File: config.mk
export PLATFORM = sky130hd
export DESIGN_NAME = contrast_destretch
export DESIGN_NICKNAME = d
export VERILOG_FILES = /design/src/rtl/contrast_pkg.sv /design/src/rtl/seq_restoring_div.sv /design/src/rtl/contrast_destretch.sv
export SDC_FILE = /design/constraint.sdc
export NUM_CORES = 1
export LEC_CHECK = 0
export ABC_AREA = 1
export BUFFER_PORTS_ARGS = -buffer_cell sky130_fd_sc_hd__buf_2
export CORE_ASPECT_RATIO = 1.4
export CORE_MARGIN = 1.5
export CORE_UTILIZATION = 43
export DETAILED_ROUTE_END_ITERATION = 16
export PLACE_DENSITY = 0.63
export SYNTH_ARGS = -nofsm -noshare
export SYNTH_HDL_FRONTEND = slang
export SYNTH_HIERARCHICAL = 1
export SYNTH_SLANG_ARGS = --single-unit
File: constraint.sdc
create_clock -name clk_i_destretch -period 11.5 [get_ports clk_i_destretch]
set_clock_uncertainty 0.15 [all_clocks]
set_input_delay 1.15 -clock clk_i_destretch [delete_from_list [all_inputs] [get_ports clk_i_destretch]]
set_output_delay 1.15 -clock clk_i_destretch [all_outputs]
set_load 0.03 [all_outputs]
File: src/rtl/contrast_pkg.sv
// Shared definitions for the contrast destretch block: default pixel range,
// FSM state encoding (4-bit, same layout as the stretch block) and the flat-frame flag.
// Optional build macro used by the top: CONTRAST_DESTRETCH_ROUND_EN.
package contrast_pkg;

   localparam int unsigned DefDataWidth = 8;
   localparam int unsigned DefMin       = 0;
   localparam int unsigned DefMax       = 255;
   localparam int unsigned DefValue     = DefMax - DefMin;

   typedef enum logic [3:0] {
      StIdle  = 4'd0,
      StArmed = 4'd1,
      StMult  = 4'd2,
      StDiv   = 4'd3,
      StOut   = 4'd4,
      StDone  = 4'd5
   } state_e;

   // Value of the latched flag when max <= min: output is min, no arithmetic.
   localparam logic FlatFrame = 1'b1;

endpackage

File: src/rtl/seq_restoring_div.sv
// Fixed-latency sequential restoring divider. While en_i is high it retires one
// quotient bit per cycle, MSB first; done_o marks the last step, during which
// quotient_o already carries the final result. Dropping en_i rearms it.
module seq_restoring_div #(
   parameter int unsigned DvdWidth  = 16,
   parameter int unsigned DivWidth  = 8,
   parameter int unsigned QuotWidth = 8
) (
   input  logic                 clk_i,
   input  logic                 rst_ni,
   input  logic                 en_i,
   input  logic [DvdWidth-1:0]  dividend_i,
   input  logic [DivWidth-1:0]  divisor_i,
   output logic [QuotWidth-1:0] quotient_o,
   output logic                 done_o
);

   localparam int unsigned CntW = $clog2(DvdWidth);

   logic [CntW-1:0]      cnt_q;
   logic [DivWidth-1:0]  rem_q, rem_d, rem_src;
   logic [DvdWidth-1:0]  dvd_q, dvd_d, dvd_src;
   logic [QuotWidth-1:0] quot_q, quot_d;
   logic [DivWidth:0]    rem_try;
   logic                 qbit, last;

   // One restoring step; the first step takes the dividend straight from the port.
   always_comb begin
      last    = (cnt_q == CntW'(DvdWidth - 1));
      dvd_src = (cnt_q == '0) ? dividend_i : dvd_q;
      rem_src = (cnt_q == '0) ? '0 : rem_q;
      rem_try = {rem_src, dvd_src[DvdWidth-1]};
      qbit    = 1'b0;
      rem_d   = rem_try[DivWidth-1:0];
      if (rem_try >= {1'b0, divisor_i}) begin
         qbit  = 1'b1;
         rem_d = DivWidth'(rem_try - {1'b0, divisor_i});
      end
      dvd_d      = dvd_src << 1;
      // Stale bits shift out: DvdWidth >= QuotWidth steps always run.
      quot_d     = (quot_q << 1) | QuotWidth'(qbit);
      quotient_o = quot_d;
      done_o     = en_i & last;
   end

   // Step state; the counter parks at zero whenever the divider is not enabled.
   always_ff @(posedge clk_i or negedge rst_ni) begin
      if (!rst_ni) begin
         cnt_q  <= '0;
         rem_q  <= '0;
         dvd_q  <= '0;
         quot_q <= '0;
      end else if (!en_i) begin
         cnt_q <= '0;
      end else begin
         cnt_q  <= last ? '0 : cnt_q + 1'b1;
         rem_q  <= rem_d;
         dvd_q  <= dvd_d;
         quot_q <= quot_d;
      end
   end

endmodule

File: src/rtl/contrast_destretch.sv
// Maps stretched pixels in [MIN, MAX] back to the frame's original [min, max]:
// out = min + (clamp(px) - MIN) * (max - min) / VALUE, one pixel in flight.
// Build option CONTRAST_DESTRETCH_ROUND_EN: round-to-nearest, one extra divide cycle.
module contrast_destretch
   import contrast_pkg::*;
#(
   parameter int unsigned DATA_WIDTH = DefDataWidth,
   parameter int unsigned RAM_DEPTH  = 76800,
   parameter int unsigned ADDR_WIDTH = $clog2(RAM_DEPTH),
   parameter int unsigned MAX        = DefMax,
   parameter int unsigned MIN        = DefMin,
   parameter int unsigned VALUE      = MAX - MIN
) (
   input  logic                  clk_i_destretch,
   input  logic                  rstn_i_destretch,
   input  logic                  start_i_destretch,
   input  logic [DATA_WIDTH-1:0] min_i_destretch,
   input  logic [DATA_WIDTH-1:0] max_i_destretch,
   input  logic                  valid_i_destretch,
   input  logic [DATA_WIDTH-1:0] data_i_destretch,
   output logic                  ready_o_destretch,
   output logic                  valid_o_destretch,
   output logic [DATA_WIDTH-1:0] data_o_destretch,
   input  logic                  ready_i_destretch,
   output logic                  busy_o_destretch,
   output logic                  done_o_destretch
);

   localparam int unsigned W       = DATA_WIDTH;
   localparam int unsigned ProdW   = 2 * W;
   localparam int unsigned MulCntW = $clog2(W + 1);
`ifdef CONTRAST_DESTRETCH_ROUND_EN
   localparam int unsigned DvdW    = 2 * W + 1;
`else
   localparam int unsigned DvdW    = 2 * W;
`endif

   state_e                state_q;
   logic [W-1:0]          min_q, max_q, data_q, mplier_q;
   logic                  flat_q, ready_q, valid_q, busy_q, done_q;
   logic [ADDR_WIDTH-1:0] cnt_q;
   logic [MulCntW-1:0]    mcnt_q;
   logic [ProdW-1:0]      mcand_q, prod_q;

   logic [31:0]   px_ext, px_clamp;
   logic [W-1:0]  px_off, span, quot, out_sat;
   logic [W:0]    out_sum;
   logic [DvdW-1:0] dividend;
   logic          div_en, div_done;

   // Input clamp/offset, divider operand and saturated output value.
   always_comb begin
      px_ext   = 32'(data_i_destretch);
      px_clamp = px_ext;
      if (px_ext < MIN) begin
         px_clamp = MIN;
      end else if (px_ext > MAX) begin
         px_clamp = MAX;
      end
      px_off = W'(px_clamp - MIN);
      span   = max_q - min_q;
`ifdef CONTRAST_DESTRETCH_ROUND_EN
      dividend = {1'b0, prod_q} + DvdW'(VALUE / 2);
`else
      dividend = prod_q;
`endif
      out_sum = {1'b0, min_q} + {1'b0, quot};
      out_sat = (out_sum > {1'b0, max_q}) ? max_q : out_sum[W-1:0];
      div_en  = (state_q == StDiv);
   end

   seq_restoring_div #(
      .DvdWidth  (DvdW),
      .DivWidth  (W),
      .QuotWidth (W)
   ) u_div (
      .clk_i      (clk_i_destretch),
      .rst_ni     (rstn_i_destretch),
      .en_i       (div_en),
      .dividend_i (dividend),
      .divisor_i  (W'(VALUE)),
      .quotient_o (quot),
      .done_o     (div_done)
   );

   // Frame FSM with registered handshake/status outputs and the inline shift-add multiply.
   always_ff @(posedge clk_i_destretch or negedge rstn_i_destretch) begin
      if (!rstn_i_destretch) begin
         state_q  <= StIdle;
         min_q    <= '0;
         max_q    <= '0;
         flat_q   <= 1'b0;
         cnt_q    <= '0;
         mcnt_q   <= '0;
         mplier_q <= '0;
         mcand_q  <= '0;
         prod_q   <= '0;
         data_q   <= '0;
         ready_q  <= 1'b0;
         valid_q  <= 1'b0;
         busy_q   <= 1'b0;
         done_q   <= 1'b0;
      end else begin
         done_q <= 1'b0;
         unique case (state_q)
            StIdle: begin
               if (start_i_destretch) begin
                  min_q   <= min_i_destretch;
                  max_q   <= max_i_destretch;
                  flat_q  <= (max_i_destretch <= min_i_destretch);
                  cnt_q   <= '0;
                  ready_q <= 1'b1;
                  busy_q  <= 1'b1;
                  state_q <= StArmed;
               end
            end
            StArmed: begin
               if (valid_i_destretch) begin
                  ready_q <= 1'b0;
                  if (flat_q == FlatFrame) begin
                     data_q  <= min_q;
                     valid_q <= 1'b1;
                     state_q <= StOut;
                  end else begin
                     mplier_q <= px_off;
                     mcand_q  <= {{W{1'b0}}, span};
                     prod_q   <= '0;
                     mcnt_q   <= '0;
                     state_q  <= StMult;
                  end
               end
            end
            StMult: begin
               if (mplier_q[0]) begin
                  prod_q <= prod_q + mcand_q;
               end
               mcand_q  <= mcand_q << 1;
               mplier_q <= mplier_q >> 1;
               mcnt_q   <= mcnt_q + 1'b1;
               if (mcnt_q == MulCntW'(W - 1)) begin
                  state_q <= StDiv;
               end
            end
            StDiv: begin
               if (div_done) begin
                  data_q  <= out_sat;
                  valid_q <= 1'b1;
                  state_q <= StOut;
               end
            end
            StOut: begin
               if (ready_i_destretch) begin
                  valid_q <= 1'b0;
                  if (cnt_q == ADDR_WIDTH'(RAM_DEPTH - 1)) begin
                     done_q  <= 1'b1;
                     state_q <= StDone;
                  end else begin
                     cnt_q   <= cnt_q + 1'b1;
                     ready_q <= 1'b1;
                     state_q <= StArmed;
                  end
               end
            end
            StDone: begin
               cnt_q   <= '0;
               busy_q  <= 1'b0;
               state_q <= StIdle;
            end
            default: state_q <= StIdle;
         endcase
      end
   end

   assign ready_o_destretch = ready_q;
   assign valid_o_destretch = valid_q;
   assign data_o_destretch  = data_q;
   assign busy_o_destretch  = busy_q;
   assign done_o_destretch  = done_q;

endmodule

==> flow_metrics.py <==
metrics = {
    "die": {
        "num_rows": 59,
        "core_area_mm2": 0.0187,
        "die_h_um": 167,
        "dieArea_mm2": 0.0200,
        "io_pins": 41,
        "die_w_um": 120,
        "start_util_pct": 44.1,
    },
    "clocking": {
        "path_clk_slew_ps": 60,
        "clock-sinks": 127,
        "clock_path_buffers": 2,
        "h-tree-depth": 4,
        "post_cts_resized": 0,
        "ctsHoldBuffers": 0,
        "clk_latency_ps": 430,
        "cts_buffers": 17,
        "cts_tree": "done",
        "cts_setup_buffers": 0,
        "clockRootBuffer": "clkbuf_16",
    },
    "sta": {
        "tns_ps": 0,
        "worst_slew_pin_slew_ps": 847,
        "maxSlewViolCount": 0,
        "min_period_ps": 5300,
        "hold_violations": 0,
        "slew_headroom_pct": 43.5,
        "fin_crit_sh_pct": 46.1,
        "max_freq_mhz": 189,
        "grt_setup_unrepaired": "false",
        "finalSetupViolCount": 0,
    },
    "cells_and_area": {
        "multiInputGateArea_mm2": 0.00428,
        "syn_to_final_growth_pct": 12.9,
        "fin_area_mm2": 0.00931,
        "antenna_cells": 0,
        "fillCellCount": 1851,
        "drive_above_1_share_pct": 11.1,
        "finish.utilization_pct": 49.8,
        "regArea_mm2": 0.00318,
        "num-nets-final": 1206,
    },
    "flow_run": {
        "max_cap_violations": 0,
    },
    "grt": {
        "grt-ovfl-total": 0,
        "grt_usage_pct": 20.7,
        "grt_pass1_wl_mm": 33.5,
        "grt_max_degree": 68,
        "grt_pass1_vias": 7075,
        "antenna_found_initial": 0,
    },
    "drt": {
        "dr.pass1.iters": 5,
        "wire_per_inst_um": 13.9,
        "ant_nets": 0,
        "drt-initial-drc-count": 347,
        "routed_wl_mm": 19.1,
        "via_per_inst": 5.11,
        "drc_errors": 0,
        "vias": 7007,
    },
    "power_and_ir_drop": {
        "irDropWorstVdd_mv": 0.104,
        "finalPower_mw": 2.63,
        "p_leak_nw": 4.89,
        "power.density_mw_per_mm2": 283,
    },
    "logic_synthesis": {
        "syn_area_mm2": 0.00824,
        "yosys.cell_types.count": 51,
        "avgSynthCellArea_um2": 7.69,
        "async_flop_share_pct": 100,
        "ys_seq_elements": 127,
        "synth_cells": 1072,
        "synth_edf_count": 0,
        "synth_ff_type": "dfrtp_1",
        "yosysSeqAreaShare_pct": 38.6,
        "ys.warnings.count": 6,
    },
    "placed_design": {
        "gp_congestion": 0.890,
        "io_buffers": 40,
        "hpwlAfterDp_mm": 13.9,
        "place_area_mm2": 0.00865,
    },
    "setup_path": {
        "critPathMaxFanout": 36,
        "critPathArrivalTime_ps": 5500,
        "cp_common_cell": "nand2_1",
        "critPathMaxStageDelay_ps": 400,
        "critPathLaunchType": "register",
        "cpMaxStageDelayCell": "dfrtp_1",
        "crit_required_ps": 11700,
        "worstSetupPathType": "register to register",
        "end_kind": "register",
    },
    "status": {
        "status": "complete, no violations",
    },
    "min_path": {
        "hold_path_class": "register to register",
    },
}
[cells in the final DEF (no fill, tap or decap), drive strengths merged, types with 10 or more instances in the layout]
cell type | netlist | final
nand2 | 263 | 263
o21ai | 101 | 101
ha | 58 | 58
nor2 | 60 | 60
o211ai | 10 | 10
nor3 | 12 | 12
buf | 16 | 44
nand4 | 15 | 15
a21oi | 84 | 84
inv | 173 | 174
dfrtp | 127 | 127
xor2 | 18 | 18
nand3 | 68 | 68
clkbuf | 11 | 19
[worst max-delay path, delay by kind of cell (launching register included)]
kind	cells	cell delay, ps
buffers and inverters	5	470
adders and majority gates	5	1380
AOI/OAI and AO/OA	2	330
DFF	1	400
and+or+nand+nor	20	2260
xor gates and xnor gates	1	210
[metrics by stage]
| stage | hold WS (ps) | std cells | setup WS, ps |
|---|---|---|---|
| 4_1_cts | 333 | 1372 | 6180 |
| 5_1_grt | 341 | 1372 | 5660 |
| 2_1_floorplan | 299 | 1079 | 6890 |
| 3_5_place_dp | 318 | 1340 | 6230 |
| 3_3_place_gp | 314 | 1340 | 6350 |
| 6_report | 329 | 1372 | 6200 |
[flip-flops by register name (all words and copies together) (netlist names)]
| name | cells |
|---|---|
| busy_o_destretch | 1 |
| cnt_q | 17 |
| data_o_destretch | 8 |
| dividend | 16 |
| done_o_destretch | 1 |
| flat_q | 1 |
| max_q | 8 |
| mcand_q | 16 |
| mcnt_q | 4 |
| min_q | 8 |
| mplier_q | 8 |
| ready_o_destretch | 1 |
| state_q | 3 |
| u_div/cnt_q | 4 |
| u_div/dvd_q | 15 |
| u_div/quot_q | 7 |
| u_div/rem_q | 8 |
| valid_o_destretch | 1 |
[final timing paths]
kind / endpoint / cells past startpoint / slack (ps) / startpoint
min reg2reg: u_div/rem_q[6] / 2 / 330 / u_div/rem_q[6]
min in group asynchronous: cnt_q[11] / 1 / 540 / rstn_i_destretch
max reg2reg: data_o_destretch[7] / 33 / 6200 / u_div/cnt_q[0]
min: u_div/rem_q[6] / 2 / 330 / u_div/rem_q[6]
max in group asynchronous: u_div/cnt_q[3] / 2 / 9360 / rstn_i_destretch
max: data_o_destretch[7] / 33 / 6200 / u_div/cnt_q[0]
[cell families (layout without fill, tap and decap cells)]
logic type | Yosys count | in the layout | share of synthesized area [%]
adders and majority gates | 62 | 62 | 9.78
buffers and inverters | 201 | 250 | 9.90
other | 1 | 8 | 0.0455
xor gates and xnor gates | 22 | 22 | 2.34
and+or+nand+nor | 426 | 426 | 23.4
DFF | 127 | 127 | 38.6
AOI/OAI and AO/OA | 233 | 233 | 16.0
[Yosys cell counts (all sizes together) (3+ instances only)]
cell type	n	share of area, %
a21o	4	0.36
a21oi	84	5.3
a22o	3	0.32
a31oi	3	0.23
buf	16	1.4
clkbuf	11	0.50
dfrtp	127	39
fa	4	0.97
ha	58	8.8
inv	173	7.9
nand2	263	13
nand3	68	4.3
nand3b	4	0.36
nand4	15	1.4
nor2	60	3.4
nor3	12	0.99
nor4	4	0.30
o211ai	10	0.91
o21ai	101	6.3
o21bai	3	0.27
o22ai	8	0.61
o31ai	9	0.82
xnor2	4	0.42
xor2	18	1.9
[where the power goes]
| part | switching, mW | internal, mW | leakage (nW) |
|---|---|---|---|
| Combinational | 0.846 | 0.429 | 2.93 |
| Clock | 0.212 | 0.391 | 0.306 |
| Sequential | 0.136 | 0.617 | 1.65 |
| Total | 1.19 | 1.44 | 4.89 |
[layout make-up]
| type | instances | share of cell area, % |
|---|---|---|
| timing repair buffer | 44 | 2.54 |
| tap | 244 | 3.28 |
| inverter | 174 | 7.06 |
| clock inverter | 13 | 2.27 |
| clock buffer | 19 | 4.76 |
| multi-input combinational | 751 | 45.9 |
| sequential | 127 | 34.1 |
[layer usage]
metal / track usage, % / share of wire, %
met1: 24.5 / 43
met2: 36.7 / 51
met3: 3.60 / 2.8
met4: 8.54 / 2.8
met5: 0 / 0
Note: power is estimated with default switching activity, not from simulation.
